File: src/rtl/instr_mem_loader.sv
// Boot-time loader: packs a high-byte-first byte stream into 16-bit words and writes them to instruction memory from address 0.
// Latency: one word per HI/LO/WR sequence (3 cycles minimum); Mem_Write is high the cycle after the low byte transfers.
// Backpressure: Byte_Ready is high only in HI/LO; bytes offered in IDLE/WR/DONE are left unconsumed.
module instr_mem_loader #(
  parameter int DEPTH  = 64,
  parameter int ADDR_W = 16,
  parameter int DATA_W = 16
) (
  input  logic              Clk,
  input  logic              Reset_n,
  input  logic              Start,
  input  logic [6:0]        Num_Words,
  input  logic [7:0]        Byte_In,
  input  logic              Byte_Valid,
  output logic              Byte_Ready,
  output logic [ADDR_W-1:0] Mem_Addr,
  output logic [DATA_W-1:0] Mem_Data,
  output logic              Mem_Write,
  output logic              Cpu_Hold,
  output logic              Busy,
  output logic              Done,
  output logic              Error
);

  localparam logic [2:0] S_IDLE = 3'd0;
  localparam logic [2:0] S_HI   = 3'd1;
  localparam logic [2:0] S_LO   = 3'd2;
  localparam logic [2:0] S_WR   = 3'd3;
  localparam logic [2:0] S_DONE = 3'd4;

  localparam logic [6:0] DEPTH_W = 7'(DEPTH);

  logic [2:0]        r_state;
  logic [2:0]        w_next;
  logic [6:0]        r_count;
  logic [6:0]        r_num;
  logic [ADDR_W-1:0] r_addr;
  logic [DATA_W-1:0] r_data;
  logic              r_busy;
  logic              r_error;

  logic              w_xfer;
  logic              w_start_ok;
  logic [6:0]        w_count_inc;

  assign Byte_Ready  = (r_state == S_HI) || (r_state == S_LO);
  assign w_xfer      = Byte_Valid && Byte_Ready;
  assign w_start_ok  = (Num_Words != 7'd0) && (Num_Words <= DEPTH_W);
  assign w_count_inc = r_count + 7'd1;

  assign Mem_Write = (r_state == S_WR);
  assign Done      = (r_state == S_DONE);
  assign Mem_Addr  = r_addr;
  assign Mem_Data  = r_data;
  assign Busy      = r_busy;
  assign Cpu_Hold  = r_busy;
  assign Error     = r_error;

  // Next-state selection; each byte state waits indefinitely for its transfer.
  always_comb begin
    w_next = r_state;
    case (r_state)
      S_IDLE: if (Start && w_start_ok) w_next = S_HI;
      S_HI:   if (w_xfer) w_next = S_LO;
      S_LO:   if (w_xfer) w_next = S_WR;
      S_WR:   w_next = (w_count_inc == r_num) ? S_DONE : S_HI;
      S_DONE: w_next = S_IDLE;
      default: w_next = S_IDLE;
    endcase
  end

  // State register plus the busy flag, which tracks "not going back to IDLE".
  always_ff @(posedge Clk or negedge Reset_n) begin
    if (!Reset_n) begin
      r_state <= S_IDLE;
      r_busy  <= 1'b0;
    end else begin
      r_state <= w_next;
      r_busy  <= (w_next != S_IDLE);
    end
  end

  // Word counter and latched load length; the counter advances once per write.
  always_ff @(posedge Clk or negedge Reset_n) begin
    if (!Reset_n) begin
      r_count <= 7'd0;
      r_num   <= 7'd0;
    end else if (r_state == S_IDLE && Start && w_start_ok) begin
      r_count <= 7'd0;
      r_num   <= Num_Words;
    end else if (r_state == S_WR) begin
      r_count <= w_count_inc;
    end
  end

  // Data/address capture; both hold between writes so they are stable during the WR strobe.
  always_ff @(posedge Clk or negedge Reset_n) begin
    if (!Reset_n) begin
      r_data <= '0;
      r_addr <= '0;
    end else if (w_xfer && r_state == S_HI) begin
      r_data[15:8] <= Byte_In;
    end else if (w_xfer && r_state == S_LO) begin
      r_data[7:0] <= Byte_In;
      r_addr      <= ADDR_W'(r_count);
    end
  end

  // One-cycle rejection pulse for a zero or oversized load request.
  always_ff @(posedge Clk or negedge Reset_n) begin
    if (!Reset_n) begin
      r_error <= 1'b0;
    end else begin
      r_error <= (r_state == S_IDLE) && Start && !w_start_ok;
    end
  end

endmodule
File: config.mk
export PLATFORM = sky130hd
export DESIGN_NAME = instr_mem_loader
export DESIGN_NICKNAME = d
export VERILOG_FILES = /design/src/rtl/instr_mem_loader.sv
export SDC_FILE = /design/constraint.sdc
export NUM_CORES = 1
export LEC_CHECK = 0
export ABC_AREA = 1
export CAP_MARGIN = 10
export CORE_MARGIN = 8
export CORE_UTILIZATION = 51
export DETAILED_ROUTE_END_ITERATION = 16
export HOLD_SLACK_MARGIN = 0.02
export PLACE_DENSITY = 0.92
export SLEW_MARGIN = 40
export SYNTH_ARGS = -nofsm -noshare
export SYNTH_HDL_FRONTEND = slang
export SYNTH_SLANG_ARGS = --single-unit
export TNS_END_PERCENT = 10
File: constraint.sdc
create_clock -name Clk -period 2.71 [get_ports Clk]
set_input_delay 0.542 -clock Clk [delete_from_list [all_inputs] [get_ports Clk]]
set_output_delay 0.542 -clock Clk [all_outputs]
set_load 0.01 [all_outputs]
==> metrics.md <==
| Metric | Value |
|---|---|
| Async S/R FF share, synth | 100.0% |
| Initial Util | 51.82% |
| Most frequent cell after synthesis | nand2_1 |
| Clk_skew | 0.007348 ns |
| Vias per cell | 4.838 |
| Synth unique cells | 27 |
| Slew headroom | 61.16% |
| Cts bufs inserted | 5 |
| Simple-gate portion of the synthesized area | 23.18% |
| Slowest stage delay, CP | 0.58 ns |
| Crit-path cells | inv_1, nor2_1, nand2_1, inv_1, clkdlybuf4s50_1 |
| Placed insts | 339 |
| Die Wd | 78.83 um |
| Status | completed |
| Layout Cells excl Fill | 346 |
| FF-to-FF path depth | 10 |
| Multi-input logic area | 733.2 sq um |
| DRC viols | 0 |
| Routed wire length | 4.169 mm |
| # setup viols final | 0 |
| Post-CTS setup buffers | 0 |
| IR drop worst, VDD | 0.0003719 V |
| Post-Synth Adder-Cell Area | 0.6215% |
| Core Box Area | 0.003885 sq mm |
| Final Max Slew Viols | 0 |
| CTS clk-pin slew, worst paths | 0.08 ns |
| Layout cells sized above 1 | 6.757% |
| GRT Residual Overflow | 0 |
| Period utilisation layout | 88.71% |
| Synth top cells by count | nand2_1, inv_1, dfrtp_1 |
| H-tree levels | 2 |
| Die H | 78.83 um |
| CP dominant cell by count | inv_1 |
| Crit-path slowest cell | clkdlybuf4s50_1 |
| Post-DP HPWL | 3.267 mm |
| Sequential Power Share | 41.2% |
| Total Neg Setup Slack | 0 ns |
| Clock share of power | 14.5% |
| Io pins | 57 |
| Min-delay worst type | in -> async |
| Starting DRT DRC Count | 60 |
| Worst Setup Path Type | reg -> out |
| Via count | 1674 |
| Internal Power | 1590 uW |
| Fmax achieved | 0.4160 GHz |
| Register area | 0.001051 sq mm |
| CTS Buffer Depth | 2 |
| P per Cell Area | 990.1 mW/mm^2 |
| Synth area leaders | dfrtp_1, nand2_1, inv_1 |
| Clk sinks | 42 |
| GRT Total Usage | 14.67% |
| CP Max Fanout | 8 |
| CTS tree | built |
| Leakage power | 0.001310 uW |
| Synth Area in Compound Gates | 8.701% |
| PostCTS Resize Cnt | 0 |
| RSZ-0062 raised after global routing | false |
| Post-Synth XOR/XNOR Area | 1.678% |
| Psw | 944.4 uW |
| Post-route worst setup slack | 0.3060 ns |
| Critical Path Start Type | flop |
| Worst slew pin tran | 0.5812 ns |
| First-pass GRT wire length | 7.362 mm |
| Hold Violations, Final | 0 |
| Clock Root Buffer | clkbuf_8 |
| Initial antenna violation count | 0 |
| CP Data Arrival Time | 1.86 ns |
| Area leader, netlist | dfrtp_1 |
| Die area | 0.006214 sq mm |
| Layout fillers | 344 |
| Area delta synth->final | 27.16% |
| ANT cells | 0 |
| Crit path capture type | output pin |
| Rows | 23 |
| Final Critical Period | 2.404 ns |
| GPL Wtd Cong | 0.8276 |
| Drt pass-1 iters | 4 |
| Top-area cell type share of the netlist area | 52.21% |
| Post-synth EDFFs | 0 |
| DR WL/cell | 12.05 um |
| FF-to-FF Start | r_count[0] |
| Syn_area_per_cell | 8.118 sq um |
| Port Buf Inserts | 47 |
| Worst flop-to-flop path endpoint | r_state[0] |
| Register area share after synthesis | 52.21% |
| Post-DRT Antenna Nets | 0 |
| Multiplexer share of the synthesized area | 0.5594% |
| CTS Hold Bufs | 0 |
| # Max-Cap Violations | 0 |
| Yosys warning count | 0 |
| Synth Flop Type | dfrtp_1 |
| CP required | 2.17 ns |
| Reg2reg setup slack | 0.98 ns |
| Mapped Cells | 248 |
| Dpl ws | 0.3428 ns |
| Final net count | 316 |
| Largest family of logic cells by synthesized area | simple AND/OR/NAND/NOR gates |
| Synth Register Bits | 42 |
| Mapped Area | 0.002013 sq mm |
| Vias in the first global route | 1674 |
| Largest net degree at the start of global routing | 43 |
| Worst-skew pair later-pin latency | 0.29 ns |
| Gate power share | 44.3% |
| Total chip power | 2535 uW |
| Switch share | 37.26% |
-- final cells by class --
class | instances | area share [%]
Clock buffer | 7 | 2.981
Inverter | 43 | 6.305
Multi-Input combinational cell | 156 | 28.64
Sequential cell | 42 | 41.06
Tap cell | 50 | 2.444
Timing Repair Buffer | 48 | 18.57
-- worst max-delay path, delay by kind of cell (launching register included) --
kind | cells | cell delay [ns]
buffers and inverters | 3 | 0.86
and+or+nand+nor | 2 | 0.30
DFF | 1 | 0.40
-- placed cells by master, fill, tap and decap left out, types with 2 or more instances in the layout --
master           count
conb_1               9
clkbuf_8             5
nand4_1              2
buf_4                2
nor2_1              15
clkbuf_1             2
clkdlybuf4s50_1     46
dfrtp_1             42
a21oi_1              6
nand2_1             65
inv_1               43
nand3_1             14
o21ai_0             25
nor2_2               3
nand2_2              4
-- per-stage QoR --
| stage | hold slack [ns] | util (%) | cell area [sq um] |
|---|---|---|---|
| 2_1_floorplan | 0.2464 | - | 2043 |
| 3_3_place_gp | 0.4652 | 63.86 | 2481 |
| 3_5_place_dp | 0.4719 | 63.93 | 2484 |
| 4_1_cts | 0.2408 | 65.89 | 2560 |
| 5_1_grt | 0.2646 | 65.89 | 2560 |
| 6_report | 0.2211 | 65.89 | 2560 |
-- logic make-up (layout without fill, tap and decap cells) --
kind of cell             Yosys count  in the layout
AO/OA/AOI/OAI                     34             34
XOR/XNOR                           3              3
multiplexers                       1              1
flip-flops                        42             42
buffers and inverters             58             98
adder cells (fa/ha/maj)            1              1
AND/OR/NAND/NOR                  108            108
other                              1              9
-- layer usage --
metal,GRT usage (%),vias up,part of all wire [%]
li1,-,840,-
met1,16.96,764,44
met2,24.94,64,46
met3,4.853,6,8.7
met4,5.000,0,1.2
met5,0,-,0
-- sequential cells by signal (all words and copies together) (netlist names) --
register	cells
r_num	7
r_count	7
Mem_Data	16
Error	1
Busy	1
r_state	3
Mem_Addr	7
-- power by group through the flow --
| stage | registers, uW | logic (uW) | clock network (uW) |
|---|---|---|---|
| detailed placement | 1060 | 1140 | 0 |
| global route | 1080 | 1280 | 404 |
| floorplan | 1100 | 588 | 0 |
| CTS | 1040 | 1140 | 380 |
| finish | 1040 | 1120 | 369 |
| global placement | 1040 | 1100 | 0 |
-- worst max path at each step --
| stage | end | from | slack (ns) | cells after the start |
|---|---|---|---|---|
| CTS | Mem_Write | r_state[0] | 0.29 | 5 |
| floorplan | r_count[2] | Num_Words[5] | 1.17 | 8 |
| global route | Mem_Write | r_state[0] | 0.17 | 5 |
| finish | Mem_Write | r_state[0] | 0.31 | 5 |
| global placement | r_count[1] | Num_Words[5] | 0.44 | 9 |
| detailed placement | r_count[2] | Num_Words[5] | 0.34 | 9 |
Note: power is estimated with default switching activity, not from simulation.
